`config.mk`:
```
export PLATFORM = sky130hd
export DESIGN_NAME = accel_spi_responder_flat
export DESIGN_NICKNAME = d
export VERILOG_FILES = /design/src/rtl/accel_spi_responder_pkg.sv /design/src/rtl/accel_spi_responder_if.sv /design/src/rtl/accel_spi_responder_spi_sync_edge.sv /design/src/rtl/accel_spi_responder.sv /design/src/flat_wrapper.sv
export SDC_FILE = /design/constraint.sdc
export NUM_CORES = 1
export LEC_CHECK = 0
export CAP_MARGIN = 20
export CORE_MARGIN = 3
export CORE_UTILIZATION = 30
export CTS_BUF_LIST = sky130_fd_sc_hd__clkbuf_4
export DETAILED_ROUTE_END_ITERATION = 10
export PLACE_DENSITY = 0.5
export RECOVER_POWER = 100
export REMOVE_ABC_BUFFERS = 1
export SYNTH_ARGS = -nofsm -noshare
export SYNTH_HDL_FRONTEND = slang
export SYNTH_SLANG_ARGS = --single-unit
export TNS_END_PERCENT = 50
```
`constraint.sdc`:
```
create_clock -name ck -period 3.15 [get_ports ck]
set_clock_uncertainty 0.15 [all_clocks]
set_input_delay 0.945 -clock ck [delete_from_list [all_inputs] [get_ports ck]]
set_output_delay 0.945 -clock ck [all_outputs]
set_load 0.005 [all_outputs]
```
`src/rtl/accel_spi_responder_pkg.sv`:
```
// Shared constants, FSM encoding and address helpers for the accelerometer SPI responder.
package accel_spi_pkg;

  localparam logic [7:0] CMD_WRITE   = 8'h0A;
  localparam logic [7:0] CMD_READ    = 8'h0B;

  localparam logic [7:0] ADDR_DEVID  = 8'h00;
  localparam logic [7:0] ADDR_XDATA  = 8'h08;
  localparam logic [7:0] ADDR_YDATA  = 8'h09;
  localparam logic [7:0] ADDR_ZDATA  = 8'h0A;
  localparam logic [7:0] ADDR_STATUS = 8'h0B;

  localparam int WR_BANK_SIZE = 16;

  typedef enum logic [2:0] {
    ST_IDLE   = 3'd0,
    ST_CMD    = 3'd1,
    ST_ADDR_R = 3'd2,
    ST_ADDR_W = 3'd3,
    ST_READ   = 3'd4,
    ST_WRITE  = 3'd5,
    ST_IGNORE = 3'd6
  } spi_state_e;

  // Offset compare wraps mod 256, so any base (aligned or not) works.
  function automatic logic in_wr_bank(input logic [7:0] addr, input logic [7:0] base);
    return (8'(addr - base) < 8'd16);
  endfunction

endpackage

```
`src/rtl/accel_spi_responder_if.sv`:
```
// SPI bus between the board master and the accelerometer responder.
// Framing: nCS low opens a transaction; mosi is sampled on sclk rise, miso changes on sclk fall (mode 0).
interface accel_spi_responder_if;
  logic sclk;
  logic nCS;
  logic mosi;
  logic miso;

  modport master (output sclk, output nCS, output mosi, input miso);
  modport slave  (input sclk, input nCS, input mosi, output miso);
endinterface

```
`src/rtl/accel_spi_responder_spi_sync_edge.sv`:
```
// Multi-flop synchronizer for an asynchronous pin followed by a rise/fall edge detector.
module spi_sync_edge #(
  parameter int   STAGES  = 2,
  parameter logic RST_VAL = 1'b0
) (
  input  logic ck,
  input  logic reset,
  input  logic async_i,
  output logic rise_o,
  output logic fall_o
);

  logic [STAGES-1:0] sync_q;
  logic              prev_q;
  logic              level;

  always_ff @(posedge ck or negedge reset) begin
    if (!reset) begin
      sync_q <= {STAGES{RST_VAL}};
      prev_q <= RST_VAL;
    end else begin
      sync_q <= {sync_q[STAGES-2:0], async_i};
      prev_q <= sync_q[STAGES-1];
    end
  end

  assign level  = sync_q[STAGES-1];
  assign rise_o = level & ~prev_q;
  assign fall_o = ~level & prev_q;

endmodule

```
`src/rtl/accel_spi_responder.sv`:
```
// SPI mode-0 responder emulating the accelerometer register map (read/write, auto-increment).
// Optional: define ACCEL_SPI_RESP_STATUS_EN to expose a data_ready flag at address 0x0B.
module accel_spi_responder
  import accel_spi_pkg::*;
#(
  parameter int         SYNC_STAGES = 2,
  parameter logic [7:0] DEVID       = 8'hAD,
  parameter logic [7:0] WR_BASE     = 8'h20
) (
  input  logic                    ck,
  input  logic                    reset,
  accel_spi_responder_if.slave    spi,
  input  logic [7:0]              x_data,
  input  logic [7:0]              y_data,
  input  logic [7:0]              z_data,
  input  logic                    sample_en,
  output logic                    busy,
  output logic                    wr_pulse,
  output logic [7:0]              wr_addr,
  output logic [7:0]              wr_data,
  output spi_state_e              state_o
);

  logic sclk_rise, sclk_fall;
  logic ncs_rise, ncs_fall;

  spi_sync_edge #(.STAGES(SYNC_STAGES), .RST_VAL(1'b0)) u_sclk_sync (
    .ck      (ck),
    .reset   (reset),
    .async_i (spi.sclk),
    .rise_o  (sclk_rise),
    .fall_o  (sclk_fall)
  );

  spi_sync_edge #(.STAGES(SYNC_STAGES), .RST_VAL(1'b1)) u_ncs_sync (
    .ck      (ck),
    .reset   (reset),
    .async_i (spi.nCS),
    .rise_o  (ncs_rise),
    .fall_o  (ncs_fall)
  );

  // mosi skips the edge flop so it lines up with the sclk rise event.
  logic [SYNC_STAGES-1:0] mosi_sync_q;
  logic                   mosi_s;

  always_ff @(posedge ck or negedge reset) begin
    if (!reset) begin
      mosi_sync_q <= '0;
    end else begin
      mosi_sync_q <= {mosi_sync_q[SYNC_STAGES-2:0], spi.mosi};
    end
  end

  assign mosi_s = mosi_sync_q[SYNC_STAGES-1];

  spi_state_e state_q;
  logic [2:0] bit_cnt_q;
  logic [7:0] addr_q;
  logic [7:0] rx_q;
  logic [7:0] rx_d;
  logic [7:0] tx_q;
  logic       load_q;
  logic       miso_q;
  logic       busy_q;
  logic       wr_pulse_q;
  logic [7:0] wr_addr_q;
  logic [7:0] wr_data_q;
  logic [7:0] bank_q [WR_BANK_SIZE];
  logic       byte_done;

  logic [7:0] x_sh_q, y_sh_q, z_sh_q;
  logic [7:0] x_pend_q, y_pend_q, z_pend_q;
  logic       pend_q;
  logic [7:0] rd_byte;

  assign rx_d      = {rx_q[6:0], mosi_s};
  assign byte_done = sclk_rise && (bit_cnt_q == 3'd7);

`ifdef ACCEL_SPI_RESP_STATUS_EN
  logic dr_q;
  logic shadow_upd;
  logic dr_clr;

  assign shadow_upd = !busy_q && (sample_en || pend_q);
  assign dr_clr     = (state_q == ST_READ) && !ncs_rise && byte_done && (addr_q == ADDR_ZDATA);

  // A fresh sample takes priority over the read-side clear.
  always_ff @(posedge ck or negedge reset) begin
    if (!reset) begin
      dr_q <= 1'b0;
    end else if (shadow_upd) begin
      dr_q <= 1'b1;
    end else if (dr_clr) begin
      dr_q <= 1'b0;
    end
  end
`endif

  always_comb begin
    rd_byte = 8'h00;
    if (in_wr_bank(addr_q, WR_BASE)) begin
      rd_byte = bank_q[4'(addr_q - WR_BASE)];
    end
    case (addr_q)
      ADDR_DEVID:  rd_byte = DEVID;
      ADDR_XDATA:  rd_byte = x_sh_q;
      ADDR_YDATA:  rd_byte = y_sh_q;
      ADDR_ZDATA:  rd_byte = z_sh_q;
`ifdef ACCEL_SPI_RESP_STATUS_EN
      ADDR_STATUS: rd_byte = {7'b0, dr_q};
`endif
      default: ;
    endcase
  end

  // Shadows only move while no transaction is open, so a burst never sees a torn sample.
  always_ff @(posedge ck or negedge reset) begin
    if (!reset) begin
      x_sh_q   <= '0;
      y_sh_q   <= '0;
      z_sh_q   <= '0;
      x_pend_q <= '0;
      y_pend_q <= '0;
      z_pend_q <= '0;
      pend_q   <= 1'b0;
    end else if (sample_en && busy_q) begin
      pend_q   <= 1'b1;
      x_pend_q <= x_data;
      y_pend_q <= y_data;
      z_pend_q <= z_data;
    end else if (sample_en) begin
      x_sh_q <= x_data;
      y_sh_q <= y_data;
      z_sh_q <= z_data;
      pend_q <= 1'b0;
    end else if (pend_q && !busy_q) begin
      x_sh_q <= x_pend_q;
      y_sh_q <= y_pend_q;
      z_sh_q <= z_pend_q;
      pend_q <= 1'b0;
    end
  end

  always_ff @(posedge ck or negedge reset) begin
    if (!reset) begin
      state_q    <= ST_IDLE;
      bit_cnt_q  <= '0;
      addr_q     <= '0;
      rx_q       <= '0;
      tx_q       <= '0;
      load_q     <= 1'b0;
      miso_q     <= 1'b0;
      busy_q     <= 1'b0;
      wr_pulse_q <= 1'b0;
      wr_addr_q  <= '0;
      wr_data_q  <= '0;
      for (int i = 0; i < WR_BANK_SIZE; i++) begin
        bank_q[i] <= '0;
      end
    end else begin
      wr_pulse_q <= 1'b0;
      if (ncs_fall) begin
        busy_q <= 1'b1;
      end else if (ncs_rise) begin
        busy_q <= 1'b0;
      end

      // Deselect wins over everything, including a coincident last sclk rise.
      if (ncs_rise) begin
        state_q   <= ST_IDLE;
        miso_q    <= 1'b0;
        bit_cnt_q <= '0;
        load_q    <= 1'b0;
      end else begin
        if (sclk_rise && (state_q != ST_IDLE) && (state_q != ST_IGNORE)) begin
          rx_q      <= rx_d;
          bit_cnt_q <= bit_cnt_q + 3'd1;
        end

        case (state_q)
          ST_IDLE: begin
            if (ncs_fall) begin
              state_q   <= ST_CMD;
              bit_cnt_q <= '0;
              miso_q    <= 1'b0;
            end
          end
          ST_CMD: begin
            if (byte_done) begin
              case (rx_d)
                CMD_READ:  state_q <= ST_ADDR_R;
                CMD_WRITE: state_q <= ST_ADDR_W;
                default:   state_q <= ST_IGNORE;
              endcase
            end
          end
          ST_ADDR_R: begin
            if (byte_done) begin
              addr_q  <= rx_d;
              load_q  <= 1'b1;
              state_q <= ST_READ;
            end
          end
          ST_ADDR_W: begin
            if (byte_done) begin
              addr_q  <= rx_d;
              state_q <= ST_WRITE;
            end
          end
          ST_READ: begin
            // The fall after each byte boundary loads the next register.
            if (sclk_fall) begin
              if (load_q) begin
                miso_q <= rd_byte[7];
                tx_q   <= {rd_byte[6:0], 1'b0};
                load_q <= 1'b0;
              end else begin
                miso_q <= tx_q[7];
                tx_q   <= {tx_q[6:0], 1'b0};
              end
            end
            if (byte_done) begin
              addr_q <= addr_q + 8'd1;
              load_q <= 1'b1;
            end
          end
          ST_WRITE: begin
            if (byte_done) begin
              if (in_wr_bank(addr_q, WR_BASE)) begin
                bank_q[4'(addr_q - WR_BASE)] <= rx_d;
                wr_pulse_q <= 1'b1;
                wr_addr_q  <= addr_q;
                wr_data_q  <= rx_d;
              end
              addr_q <= addr_q + 8'd1;
            end
          end
          ST_IGNORE: begin
            miso_q <= 1'b0;
          end
          default: begin
            state_q <= ST_IDLE;
          end
        endcase
      end
    end
  end

  // Gating with the raw pin keeps miso low the moment the master deselects.
  assign spi.miso = miso_q & ~spi.nCS;
  assign busy     = busy_q;
  assign wr_pulse = wr_pulse_q;
  assign wr_addr  = wr_addr_q;
  assign wr_data  = wr_data_q;
  assign state_o  = state_q;

endmodule

```
`src/flat_wrapper.sv`:
```
// flat-port wrapper written by rule: the top's interface ports become plain ports
module accel_spi_responder_flat import accel_spi_pkg::*;
#(
  parameter int         SYNC_STAGES = 2,
  parameter logic [7:0] DEVID       = 8'hAD,
  parameter logic [7:0] WR_BASE     = 8'h20
)
  (ck, reset, x_data, y_data, z_data, sample_en, busy, wr_pulse, wr_addr, wr_data, state_o, spi_sclk, spi_nCS, spi_mosi, spi_miso);
  accel_spi_responder_if spi_i ();
  input  logic ck;
  input  logic reset;
  input  logic [7:0] x_data;
  input  logic [7:0] y_data;
  input  logic [7:0] z_data;
  input  logic sample_en;
  output logic busy;
  output logic wr_pulse;
  output logic [7:0] wr_addr;
  output logic [7:0] wr_data;
  output spi_state_e state_o;
  input wire logic [$bits(spi_i.sclk)-1:0] spi_sclk;
  input wire logic [$bits(spi_i.nCS)-1:0] spi_nCS;
  input wire logic [$bits(spi_i.mosi)-1:0] spi_mosi;
  output wire logic [$bits(spi_i.miso)-1:0] spi_miso;
  assign spi_i.sclk = spi_sclk;
  assign spi_i.nCS = spi_nCS;
  assign spi_i.mosi = spi_mosi;
  assign spi_miso = spi_i.miso;
  accel_spi_responder #(.SYNC_STAGES(SYNC_STAGES), .DEVID(DEVID), .WR_BASE(WR_BASE)) u_core (.ck(ck), .reset(reset), .spi(spi_i), .x_data(x_data), .y_data(y_data), .z_data(z_data), .sample_en(sample_en), .busy(busy), .wr_pulse(wr_pulse), .wr_addr(wr_addr), .wr_data(wr_data), .state_o(state_o));
endmodule
```
# ---- Yosys cells after proc, flatten, opt, wreduce, memory -nomap -nowiden
# Index checks and enable logic that the tools add are counted.
dict set report classes {
  reduce_logical 27
  n_mux 48
  order_cmp 3
  n_bitwise 13
  eq_ne 22
  add_sub_neg 3
}
# op count
set op_table {}
lappend op_table {{bitwise mux 128 bit} 1}
lappend op_table {{two-way mux 8 bit} 13}
lappend op_table {{== test 8 x 4 -> 1 bit (second input constant)} 5}
lappend op_table {{binary-select mux 8 bit (select 4 bit)} 1}
lappend op_table {{demux 8 bit (select 4 bit)} 1}
lappend op_table {{one-hot mux 8 bit (4 select lines)} 1}
lappend op_table {{two-way mux 3 bit} 9}
lappend op_table {{two-way mux 1 bit} 17}
lappend op_table {{one-hot mux 8 bit (2 select lines)} 1}
lappend op_table {{inequality test 3 x 1 -> 1 bit (second input constant)} 5}
lappend op_table {{one-hot mux 3 bit (5 select lines)} 1}
lappend op_table {{== test 3 bit (second input constant)} 4}
lappend op_table {{AND reduction 3 bit} 3}
lappend op_table {{nonzero test 3 bit} 3}
lappend op_table {{adder 8 x 1 -> 8 bit (second input constant)} 1}
lappend op_table {{logical NOT 8 bit} 1}
lappend op_table {{< comparator 8 x 5 -> 1 bit (second input constant)} 1}
lappend op_table {{AND reduction 4 bit} 2}
lappend op_table {{subtractor 8 x 6 -> 8 bit (second input constant)} 1}
lappend op_table {{inverter 1 bit} 7}
lappend op_table {{== test 3 x 2 -> 1 bit (second input constant)} 2}
lappend op_table {{logical AND 1 bit} 6}
lappend op_table {{inequality test 2 x 1 -> 1 bit (second input constant)} 3}
lappend op_table {{one-hot mux 3 bit (2 select lines)} 1}
lappend op_table {{other kinds (18)} 26}
dict set report word_totals {
  out_inout_bits 22
  ff_bits 234
  word_cells 155
  in_bits 30
}

# ---- Longest topological paths before layout
# Gate-level depths: netlist of run 1.
dict set report logic_depth {
  word_depth 11
  ltp_mapped 9
  mapped_depth_nobuf 6
}

# ---- Modules after synthesis
# A second synthesis of run 1 with hierarchy kept.
dict set report hier_totals {
  cells_unflattened 792
  area_unflattened_um2 10592.7
}
# mod area_per_inst_um2 seq_area_each_um2 cells_each instances
set by_module_without_submodules {}
lappend by_module_without_submodules {accel_spi_responder 10408.7 5680.4 782 1}
lappend by_module_without_submodules {{spi_sync_edge at u_core.u_ncs_sync} 93.8 78.8 5 1}
lappend by_module_without_submodules {{spi_sync_edge at u_core.u_sclk_sync} 90.1 75.1 5 1}

# ---- Least setup slack after synthesis of run 1
# Ideal clock, no wire load.
dict set report synth_timing {
  path_type {register to register}
  startpoint {register u_core.u_ncs_sync.prev_q}
  endpoint {register u_core.bank_q[79] (netlist name)}
  required_ns 2.875
  setup_time_ns 0.125
  synth_period_minus_slack_ns 2.649
  stages_incl_launch_ff 9
  slack_ns 0.501
  n_path_buf 2
  t_arrival_ns 2.374
  cell_sequence {dfstp_2 -> inv_1 -> ha_1 -> or3b_1 -> buf_2 -> nor4_4 -> buf_8 -> nand3_4 -> mux2_4}
}
dict set report synth_via {
  elab_chain_len 4
}
# element line_no
set synth_lines {}
lappend synth_lines {{from (decl)} accel_spi_responder_spi_sync_edge.sv:14} ;# logic prev_q;
lappend synth_lines {{from (signal assigned)} accel_spi_responder_spi_sync_edge.sv:23} ;# prev_q <= sync_q[STAGES-1];
lappend synth_lines {{inverter 1 bit} accel_spi_responder_spi_sync_edge.sv:28} ;# assign rise_o = level & ~prev_q;
lappend synth_lines {{AND 1 bit} accel_spi_responder_spi_sync_edge.sv:28}
lappend synth_lines {{inverter 1 bit (no source line)} --}
lappend synth_lines {{AND reduction 4 bit (no source line)} --}
lappend synth_lines {{to (signal, indexed assignment)} accel_spi_responder.sv:231} ;# bank_q[4'(addr_q - WR_BASE)] <= rx_d;
lappend synth_lines {{to (decl)} accel_spi_responder.sv:69} ;# logic [7:0] bank_q [WR_BANK_SIZE];
# Every way passes these cells.
# A chain may end at the register's enable or synchronous reset.

# ---- Final worst setup path of run 1
dict set report layout_timing {
  startpoint {input port spi_nCS}
  endpoint {output port spi_miso}
}
dict set report layout_via {
  elab_chain_len 2
}
# element line_no
set layout_lines {}
lappend layout_lines {{from (decl)} flat_wrapper.sv:22} ;# input wire logic [$bits(spi_i.nCS)-1:0] spi_nCS;
lappend layout_lines {{inverter 1 bit} accel_spi_responder.sv:251} ;# assign spi.miso = miso_q & ~spi.nCS;
lappend layout_lines {{AND 1 bit} accel_spi_responder.sv:251}
lappend layout_lines {{to (decl)} flat_wrapper.sv:24} ;# output wire logic [$bits(spi_i.miso)-1:0] spi_miso;
# Every way passes these cells.

==> results of run 1 <==
## state kept, by name, summed over array words and instances, names as in the netlist, 3 cells and up
register / flops
u_core.y_sh_q: 8
u_core.rx_q: 7
u_core.y_pend_q: 8
u_core.z_sh_q: 8
u_core.wr_data: 8
u_core.z_pend_q: 8
u_core.x_pend_q: 8
u_core.addr_q: 8
u_core.x_sh_q: 8
u_core.bank_q: 128
u_core.state_o: 3
u_core.wr_addr: 8
u_core.tx_q: 7
u_core.bit_cnt_q: 3
## cells in the final DEF (no fill, tap or decap), types with 11 or more instances in the layout
| cell type | n |
|---|---|
| a21oi_1 | 14 |
| buf_4 | 26 |
| clkbuf_4 | 91 |
| clkdlybuf4s50_1 | 27 |
| clkinv_1 | 11 |
| dfrtp_1 | 228 |
| dlygate4sd3_1 | 23 |
| inv_1 | 14 |
| mux2_1 | 32 |
| mux2_2 | 150 |
| mux2i_1 | 31 |
| mux4_2 | 26 |
| nand2_1 | 43 |
| nand3_1 | 12 |
| nor2_1 | 19 |
| o21ai_0 | 43 |
| o22ai_1 | 13 |
## area by class of cell
cell class,count,share of cell area (%)
inverters,14,0.4143
flip-flops and latches,233,46.02
clock inverters,14,0.4143
multi-input cells,507,36.54
clock buffers,91,5.386
diodes,2,0.03946
repair buffers,95,6.639
well taps,461,4.548
## power breakdown
| group | leakage (nW) | switching (W) | internal (W) |
|---|---|---|---|
| registers | 3.12 | 0.000216 | 0.00329 |
| logic | 2.41 | 0.000694 | 0.000459 |
| clock network | 0.449 | 0.00125 | 0.00132 |
| total | 5.98 | 0.00216 | 0.00507 |
## metal layers
layer	global-route usage [%]	share of wire [%]	vias up
li1	-	-	3259
met1	19.63	45	3631
met2	23.81	48	136
met3	3.299	4.4	39
met4	5.465	2.0	0
met5	0	0	-
## cells by family (layout without fill, tap and decap cells)
family / count (synthesis) / in the layout
AO/OA/AOI/OAI: 117 / 117
flip-flops: 233 / 233
adder cells (fa/ha/maj): 10 / 10
multiplexers: 240 / 240
AND/OR/NAND/NOR: 137 / 137
XOR/XNOR: 3 / 3
other: 0 / 2
buffers and inverters: 75 / 214
## critical path, delay by kind of cell
family,cells,cell delay [ns]
buffers and inverters,2,0.92
AND/OR/NAND/NOR,1,0.11
## metrics by stage
stage	TNS [ns]	area, um^2
final	0	12680
after global routing	0	12680
after CTS	0	12890
after detailed placement	0	12160
after global placement	0	12160
after floorplan	-128.53	10680
## worst paths after layout
path | to | slack (ns) | startpoint | cells past startpoint
max | spi_miso | 0.08 | spi_nCS | 3
min | u_core.u_ncs_sync.sync_q[1]$_DFF_PN1_ | 0.20 | u_core.u_ncs_sync.sync_q[0]$_DFF_PN1_ | 0
max reg2reg | u_core.bank_q[29]$_DFFE_PN0P_ | 0.27 | u_core.u_ncs_sync.prev_q$_DFF_PN1_ | 8
min reg2reg | u_core.u_ncs_sync.sync_q[1]$_DFF_PN1_ | 0.20 | u_core.u_ncs_sync.sync_q[0]$_DFF_PN1_ | 0
max in group asynchronous | u_core.bank_q[44]$_DFFE_PN0P_ | 0.63 | reset | 2
min in group asynchronous | u_core.bank_q[69]$_DFFE_PN0P_ | 0.77 | reset | 1
## Yosys cell counts, types with 4 or more instances
| cell | n |
|---|---|
| a22oi_1 | 6 |
| nor3_1 | 6 |
| nand3b_1 | 4 |
| nand2_1 | 43 |
| a222oi_1 | 6 |
| mux2i_1 | 31 |
| nor2_1 | 19 |
| o22ai_1 | 13 |
| mux2_2 | 150 |
| a2bb2oi_1 | 9 |
| nand3_1 | 5 |
| o21ai_0 | 43 |
| a21oi_1 | 14 |
| nor4_1 | 9 |
| dfrtp_1 | 230 |
| or2_2 | 5 |
| mux4_2 | 26 |
| ha_1 | 10 |
| inv_1 | 14 |
| mux2_1 | 25 |
| nand2b_1 | 5 |
| buf_1 | 8 |
| mux2_4 | 8 |
| buf_2 | 8 |
| nor2b_1 | 7 |
| clkbuf_1 | 42 |
| nand3_4 | 13 |
==> key figures, run 1 <==
Run status
  • Status: finished with violations
  • Failing checks: capacitance limit, slew limit

Timing
  • Post-route setup slack: 0.07944 ns
  • Fin. Hold Viols: 0
  • Slew Limit Fails: 81
  • Count of final setup violators: 0
  • Max Freq: 325.7 MHz
  • Slew @ Worst Pin: 2.250 ns
  • RSZ-0062 raised after global routing: false
  • Worst hold slack: between 0.15 and 0.2 ns
  • Final period util: 97.48%
  • Minimum clock period: 3.071 ns
  • Slew margin rel.: -49.98%

Logic synthesis
  • Share of flip-flops with an asynchronous set or reset: 100.0%
  • Largest area contributor in the netlist: dfrtp_1
  • Post-synthesis mux area share: 27.30%
  • Share of the synthesized area in the top cell type: 52.62%
  • Adder-cell share of the synthesized area: around 1.1%
  • #FFs+latches synth: 233
  • Xor/xnor share of the synthesized area: 0.2402%
  • Seq/Total Area, Yosys: 53.34%
  • Largest family of logic cells by synthesized area: multiplexers
  • Distinct cell type count after synthesis: 63
  • Post-Synth Simple-Gate Area: 8.076%
  • Post-synthesis compound-gate area fraction: 7.024%
  • Main flop type after synthesis: dfrtp_1
  • Cells after Synth: 815
  • Number of synthesized flops with an enable pin: 0
  • Yosys warns: 0
  • Synth Cell Area: approximately 11,000 um^2
  • Mean Syn Cell Area: 13.42 um^2
  • Top cells by area, synth: dfrtp_1 53%, mux2_2 15%, mux4_2 5.4%, mux2i_1 2.8%, mux2_1 2.6%

Finish
  • Area Overhead vs Synth: 15.96%
  • Area of the multi-input gates: roughly 4600 um^2
  • Post-Layout Cell Count: between 1,000 and 1,500
  • FF+latch area: approximately 6000 um^2
  • Fillers: around 3,600
  • Final core occ: 35.49%
  • Share of cells above drive strength 1: 34.49%
  • Nets: 957

Global routing
  • Antenna violations before repair: 1
  • GRT overflow: 0
  • Total track usage: 14.77%
  • Largest net degree at the start of global routing: 84
  • Vias in the first global route: approximately 7,600
  • First-pass GRT wire length: 44,300 um

Drt
  • DRT Pass-1 Iters: 5
  • Post-route DRC: 0
  • WL/cell: around 19 um
  • Post-route ant nets: 0
  • Via count: 7,065
  • Total Routed Length: 27,530 um
  • DRT iter0 DRCs: 353
  • Via density: 4.986

Critical path
  • Setup crit end kind: output port
  • Cell Chain, Critical Path: clkdlybuf4s50_1 > nor2b_1 > clkdlybuf4s50_1
  • Crit path required time: roughly 2 ns
  • CP max FO: 2
  • Critical Path AT: just under 2 ns
  • Most frequent CP cell: clkdlybuf4s50_1
  • Setup CP Type: in -> out
  • Worst path max stage delay: 0.50 ns
  • Slowest stage cell, crit path: clkdlybuf4s50_1
  • Critical path launch point type: input port

Place
  • Placed Cells: 1,310
  • Dpl ws: 0.06600 ns
  • IO Port Bufs: 51
  • RePlAce Congestion: between 0.7 and 0.8
  • Dpl hpwl: 17,860 um

Clock tree
  • H-tree depth: 3
  • Buffer depth of the longest clock path: 3
  • Clk_lat worst skew: 0.70 ns
  • Total clock sinks: 233
  • Post-cts gate resize count: 0
  • Root Buffer: clkbuf_4
  • CTS clk-pin slew, worst paths: about 0.07 ns
  • Setup Buffers After CTS: 0
  • CTS buffer count: 66
  • Hold buffer count at CTS: 0
  • CTS tree: done

Floorplanning
  • Die Y: 196.9 um
  • IO Pins: 52
  • Starting Density: 30.60%
  • Cell Rows: 69
  • Chip width: 196.9 um
  • Die ar.: roughly 39,000 um^2
  • CORE AREA: 35,740 um^2

Job
  • Max Cap Viol: 1

Power and ir drop
  • Power density cells: 570.1 nW/um^2
  • Peak VDD IR: roughly 240 uV
  • Leak: roughly 6.0 nW
  • Total Power: 0.007231 W

Min path
  • Hold Crit Class: reg -> reg
(Power assumes the default switching activity.)
==> inputs of run 2 (changes only) <==
--- a/config.mk
+++ b/config.mk
@@ -8,11 +8,12 @@
 export CAP_MARGIN = 20
 export CORE_MARGIN = 3
 export CORE_UTILIZATION = 30
-export CTS_BUF_LIST = sky130_fd_sc_hd__clkbuf_4
+export CTS_BUF_LIST = sky130_fd_sc_hd__clkbuf_2
 export DETAILED_ROUTE_END_ITERATION = 10
 export PLACE_DENSITY = 0.5
 export RECOVER_POWER = 100
 export REMOVE_ABC_BUFFERS = 1
+export SKIP_CTS_REPAIR_TIMING = 1
 export SYNTH_ARGS = -nofsm -noshare
 export SYNTH_HDL_FRONTEND = slang
 export SYNTH_SLANG_ARGS = --single-unit
==> run 2 against run 1 <==
Via count down 0.48%. The run still ends with capacitance limit, slew limit left. Clock power is 17% lower. Flip-flop and latch count unchanged. Count of clock-buffer cells in the layout up 3. First-iteration DRC count increased by 7.6%. Die area stayed put. Worst hold slack lost 0.0020 ns. Non-clock buffer count rose by 5.
==> key figures, run 2 (same netlist as run 1, synthesis figures left out) <==
Run status
  • Status: finished with violations
  • Failing checks: capacitance limit, slew limit

Place
  • RePlAce Congestion: 0.7767 (unchanged)
  • Dpl hpwl: 17,860 um (unchanged)
  • IO Port Bufs: 51 (unchanged)

Drt
  • WL/cell: 19.42 um (about the same)
  • DRT iter0 DRCs: 380 (+7.6%)
  • Via count: 7,031 (-0.48%)
  • Post-route DRC: 0 (unchanged)
  • Post-route ant nets: 0 (unchanged)
  • Total Routed Length: 27,610 um (+0.31%)
  • Via density: 4.944 (-0.83%)
  • DRT Pass-1 Iters: 4 (-1)

Floorplanning
  • IO Pins: 52 (unchanged)
  • Chip width: 196.9 um (unchanged)
  • Starting Density: 30.60% (unchanged)
  • Cell Rows: 69 (unchanged)
  • Die Y: 196.9 um (unchanged)
  • CORE AREA: 35,740 um^2 (unchanged)
  • Die ar.: 38,790 um^2 (unchanged)

Global routing
  • Antenna violations before repair: 1 (unchanged)
  • Vias in the first global route: 7,612 (-0.35%)
  • Largest net degree at the start of global routing: 84 (unchanged)
  • Total track usage: 14.70% (-0.071 points)
  • GRT overflow: 0 (unchanged)
  • First-pass GRT wire length: 44,460 um (+0.36%)

Finish
  • Final core occ: 35.13% (-0.35 points)
  • Area of the multi-input gates: 4657 um^2 (+0.49%)
  • Most common cell after layout, fill and taps aside: dfrtp_1
  • Largest register FFs: 128 (unchanged)
  • Fillers: 3,642 (+1.1%)
  • Commonest non-fill, non-tap cells in the layout: 227 x dfrtp_1, 150 x mux2_2, 104 x clkbuf_2, 43 x o21ai_0, 43 x nand2_1
  • Largest register by flop count: u_core.bank_q
  • FF+latch area: 5838 um^2 (about the same)
  • Share of cells above drive strength 1: 35.04% (+0.55 points)
  • Area Overhead vs Synth: 14.80%
  • Nets: 957 (unchanged)

Clock tree
  • H-tree depth: 2 (-1)
  • CTS buffer count: 61 (-7.6%)
  • Total clock sinks: 233 (unchanged)
  • Clk_lat worst skew: 0.94 ns (+0.24 ns)
  • Root Buffer: clkbuf_2
  • CTS tree: done
  • Buffer depth of the longest clock path: 3 (unchanged)
  • CTS clk-pin slew, worst paths: 0.11 ns (+0.04 ns)

Timing
  • Minimum clock period: 3.071 ns (unchanged)
  • RSZ-0062 raised after global routing: false
  • Slew Limit Fails: 81 (unchanged)
  • Count of final setup violators: 0 (unchanged)
  • Fin. Hold Viols: 0 (unchanged)
  • Slew margin rel.: -51.33% (-1.4 points)
  • Slew @ Worst Pin: 2.270 ns (+0.02026 ns)
  • Max Freq: 325.7 MHz (unchanged)
  • Final period util: 97.48% (unchanged)

Power and ir drop
  • Power density cells: 539.8 nW/um^2 (-5.3%)
  • Peak VDD IR: 247.1 uV (+3.2%)
  • Leak: 5.982 nW (about the same)
  • Total Power: 0.006778 W (-6.3%)

Min path
  • Hold Crit Depth: 0 (unchanged)
  • Hold Crit Class: reg -> reg

Critical path
  • Critical Path AT: 1.98 ns (about the same)
  • Crit path required time: 2.05 ns (about the same)
  • Setup crit end kind: output port
  • Critical path launch point type: input port
  • Setup CP Type: in -> out
  • CP max FO: 2 (unchanged)
  • R2R depth: 8 (unchanged)

Job
  • Max Cap Viol: 1 (unchanged)
[run 2: changes by cell type in the layout (fill, tap and decap cells not counted), moves of 3 or more]
| cell | delta |
|---|---|
| clkbuf_4 | -91 |
| inv_2 | -3 |
| dlygate4sd3_1 | -4 |
| nand3_4 | +3 |
| clkbuf_2 | +96 |
| nand3_2 | -3 |
| clkdlybuf4s50_1 | +3 |
[run 2: layout make-up]
| type | count | area share (%) |
|---|---|---|
| Tap cell | 461 | 4.593 |
| Clock inverter | 11 | 0.5680 |
| Timing Repair Buffer | 100 | 7.055 |
| Clock buffer | 94 | 3.747 |
| Sequential cell | 233 | 46.49 |
| Antenna cell | 2 | 0.03986 |
| Inverter | 14 | 0.4185 |
| Multi-Input combinational cell | 507 | 37.09 |
[run 2: layer usage]
metal / up-vias / global-route usage [%] / part of all wire (%)
met4: 0 / 4.409 / 2.0
met2: 144 / 23.85 / 48
met3: 48 / 3.573 / 4.6
met5: - / 0 / 0
met1: 3590 / 19.64 / 45
li1: 3249 / - / -
[run 2: worst max-delay path: stages]
cell             delay, ns
clkdlybuf4s50_1       0.42
nor2b_1               0.11
clkdlybuf4s50_1       0.50
[run 2: power by group]
group | total, W | internal [W] | switching (W) | leakage, nW
sequential | 0.00350 | 0.00329 | 0.000215 | 3.12
combinational | 0.00115 | 0.000458 | 0.000687 | 2.45
clock | 0.00213 | 0.000860 | 0.00127 | 0.419
[run 2: stage by stage]
| step | setup TNS, ns | instance area [um^2] | std cells | worst slack (ns) | hold slack (ns) |
|---|---|---|---|---|---|
| 6_report | 0 | 12560 | 1422 | 0.07944 | 0.1938 |
| 4_1_cts | -0.1294 | 12700 | 1415 | -0.09351 | -0.1993 |
| 3_3_place_gp | 0 | 12160 | 1310 | 0.05492 | 0.1901 |
| 2_1_floorplan | -128.53 | 10680 | 754 | -1.135 | 0.1812 |
| 3_5_place_dp | 0 | 12160 | 1310 | 0.06600 | 0.1879 |
| 5_1_grt | 0 | 12560 | 1422 | 0.005719 | 0.2124 |
[run 2: path summary, 6_finish.rpt]
path                            slack [ns]                                  start                               endpoint
worst max-delay path                  0.08                                spi_nCS                               spi_miso
max in group asynchronous             0.36                                  reset         u_core.bank_q[115]$_DFFE_PN0P_
min in group asynchronous             1.04                                  reset          u_core.bank_q[69]$_DFFE_PN0P_
worst max register to register        0.19     u_core.u_ncs_sync.prev_q$_DFF_PN1_          u_core.bank_q[28]$_DFFE_PN0P_
worst min-delay path                  0.19  u_core.u_ncs_sync.sync_q[0]$_DFF_PN1_  u_core.u_ncs_sync.sync_q[1]$_DFF_PN1_
worst min register to register        0.19  u_core.u_ncs_sync.sync_q[0]$_DFF_PN1_  u_core.u_ncs_sync.sync_q[1]$_DFF_PN1_
==> inputs of run 3 (changes only) <==
--- a/config.mk
+++ b/config.mk
@@ -9,6 +9,7 @@
 export CORE_MARGIN = 3
 export CORE_UTILIZATION = 30
 export CTS_BUF_LIST = sky130_fd_sc_hd__clkbuf_2
+export CTS_CLUSTER_SIZE = 40
 export DETAILED_ROUTE_END_ITERATION = 10
 export PLACE_DENSITY = 0.5
 export RECOVER_POWER = 100
==> run 3 against run 2 <==
Via count up 0.28%. Flip-flop and latch count unchanged. Non-clock buffer count unchanged. The run still ends with capacitance limit, slew limit left. Clock power down 5%. Highest routed layer unchanged. Setup slack unchanged.
==> key figures, run 3 (same netlist as run 1, synthesis figures left out) <==
Run status
  • Status: finished with violations
  • Failing checks: capacitance limit, slew limit

Drt
  • WL/cell: 19.41 um (about the same)
  • DRT Pass-1 Iters: 5 (+1)
  • Via density: 4.965 (+0.43%)
  • Post-route ant nets: 0 (unchanged)
  • Via count: 7,051 (+0.28%)
  • DRT iter0 DRCs: 371 (-2.4%)
  • Post-route DRC: 0 (unchanged)
  • Total Routed Length: 27,560 um (-0.21%)

Floorplanning
  • Die ar.: 38,790 um^2 (unchanged)
  • Chip width: 196.9 um (unchanged)
  • Starting Density: 30.60% (unchanged)
  • Die Y: 196.9 um (unchanged)
  • Cell Rows: 69 (unchanged)
  • IO Pins: 52 (unchanged)
  • CORE AREA: 35,740 um^2 (unchanged)

Finish
  • FF+latch area: 5837 um^2 (about the same)
  • Area of the multi-input gates: 4634 um^2 (-0.48%)
  • Largest register by flop count: u_core.bank_q
  • Largest register FFs: 128 (unchanged)
  • Nets: 957 (unchanged)
  • Share of cells above drive strength 1: 34.69% (-0.34 points)
  • Commonest non-fill, non-tap cells in the layout: 228 x dfrtp_1, 150 x mux2_2, 98 x clkbuf_2, 43 x o21ai_0, 43 x nand2_1
  • Area Overhead vs Synth: 14.25%
  • Most common cell after layout, fill and taps aside: dfrtp_1
  • Fillers: 3,642 (unchanged)

Timing
  • Fin. Hold Viols: 0 (unchanged)
  • Count of final setup violators: 0 (unchanged)
  • Max Freq: 325.7 MHz (unchanged)
  • TNS Setup: 0 ns (unchanged)
  • Slew Limit Fails: 130 (+60%)
  • RSZ-0062 raised after global routing: false
  • Minimum clock period: 3.071 ns (unchanged)
  • Final period util: 97.48% (unchanged)
  • Slew @ Worst Pin: 2.267 ns (-0.002582 ns)
  • Slew margin rel.: -51.16% (+0.17 points)

Critical path
  • Critical Path AT: 1.98 ns (about the same)
  • Crit path required time: 2.05 ns (about the same)
  • Setup crit end kind: output port
  • Setup CP Type: in -> out
  • Critical path launch point type: input port
  • CP max FO: 2 (unchanged)

Clock tree
  • Root Buffer: clkbuf_2
  • H-tree depth: 2 (unchanged)
  • Buffer depth of the longest clock path: 3 (unchanged)
  • CTS buffer count: 61 (unchanged)
  • CTS tree: done
  • CTS clk-pin slew, worst paths: 0.11 ns (about the same)
  • Clk_lat worst skew: 0.93 ns (about the same)
  • Total clock sinks: 233 (unchanged)

Global routing
  • Total track usage: 14.66% (-0.043 points)
  • Antenna violations before repair: 1 (unchanged)
  • Largest net degree at the start of global routing: 84 (unchanged)
  • First-pass GRT wire length: 44,340 um (-0.26%)
  • GRT overflow: 0 (unchanged)
  • Vias in the first global route: 7,610 (-0.026%)

Power and ir drop
  • Peak VDD IR: 218.0 uV (-12%)
  • Total Power: 0.006670 W (-1.6%)
  • Power density cells: 533.7 nW/um^2 (-1.1%)
  • Leak: 5.966 nW (-0.27%)

Place
  • Dpl hpwl: 17,860 um (unchanged)
  • IO Port Bufs: 51 (unchanged)
  • RePlAce Congestion: 0.7767 (unchanged)

Min path
  • Hold Crit Class: reg -> reg

Job
  • Max Cap Viol: 2 (+1)
-- run 3: changes by cell type in the layout (fill, tap and decap cells not counted), sizes merged --
cell and change:
clkinv +1, dlygate4sd3 +1, inv +2, clkbuf -5
clkdlybuf4s50 -1, bufinv -1, buf +1
-- run 3: area by class of cell --
class,instances,share of cell area (%)
flip-flops and latches,233,46.71
multi-input cells,507,37.08
repair buffers,100,7.099
well taps,461,4.616
clock buffers,90,3.604
clock inverters,13,0.4305
inverters,14,0.4205
diodes,2,0.04005
-- run 3: report_power, final --
group	internal, W	switching, W	leakage (nW)	total [W]
clock network	0.000755	0.00126	0.401	0.00202
logic	0.000458	0.000691	2.45	0.00115
registers	0.00329	0.000214	3.12	0.00350
total	0.00450	0.00217	5.97	0.00667
-- run 3: metal layers --
layer	wire, um	GRT usage (%)	part of all wire (%)
met3	1142	3.487	4.1
met2	13270	23.77	48
met5	0	0	0
met1	12640	19.70	46
met4	507	4.250	1.8
-- run 3: worst max-delay path, stage by stage --
cell,delay (ns)
clkdlybuf4s50_1,0.42
nor2b_1,0.11
clkdlybuf4s50_1,0.50
-- run 3: final timing paths --
kind	end	startpoint	depth (start not counted)	slack, ns
min in group asynchronous	u_core.bank_q[69]$_DFFE_PN0P_	reset	2	1.05
min	u_core.u_ncs_sync.sync_q[1]$_DFF_PN1_	u_core.u_ncs_sync.sync_q[0]$_DFF_PN1_	0	0.19
min reg2reg	u_core.u_ncs_sync.sync_q[1]$_DFF_PN1_	u_core.u_ncs_sync.sync_q[0]$_DFF_PN1_	0	0.19
max reg2reg	u_core.bank_q[113]$_DFFE_PN0P_	u_core.u_ncs_sync.prev_q$_DFF_PN1_	8	0.26
max	spi_miso	spi_nCS	3	0.08
max in group asynchronous	u_core.bank_q[46]$_DFFE_PN0P_	reset	2	0.36
-- run 3: per-stage QoR --
step           utilization [%]  hold WS (ns)  setup WS, ns  instances  area [um^2]
3_3_place_gp             34.01        0.1901       0.05492       1310        12160
4_1_cts                  35.42       -0.2031      -0.08915       1413        12660
6_report                 34.96        0.1938       0.07944       1420        12500
3_5_place_dp             34.01        0.1879       0.06600       1310        12160
2_1_floorplan                -        0.1812        -1.135        754        10680
5_1_grt                  34.96        0.2124      0.006033       1420        12500
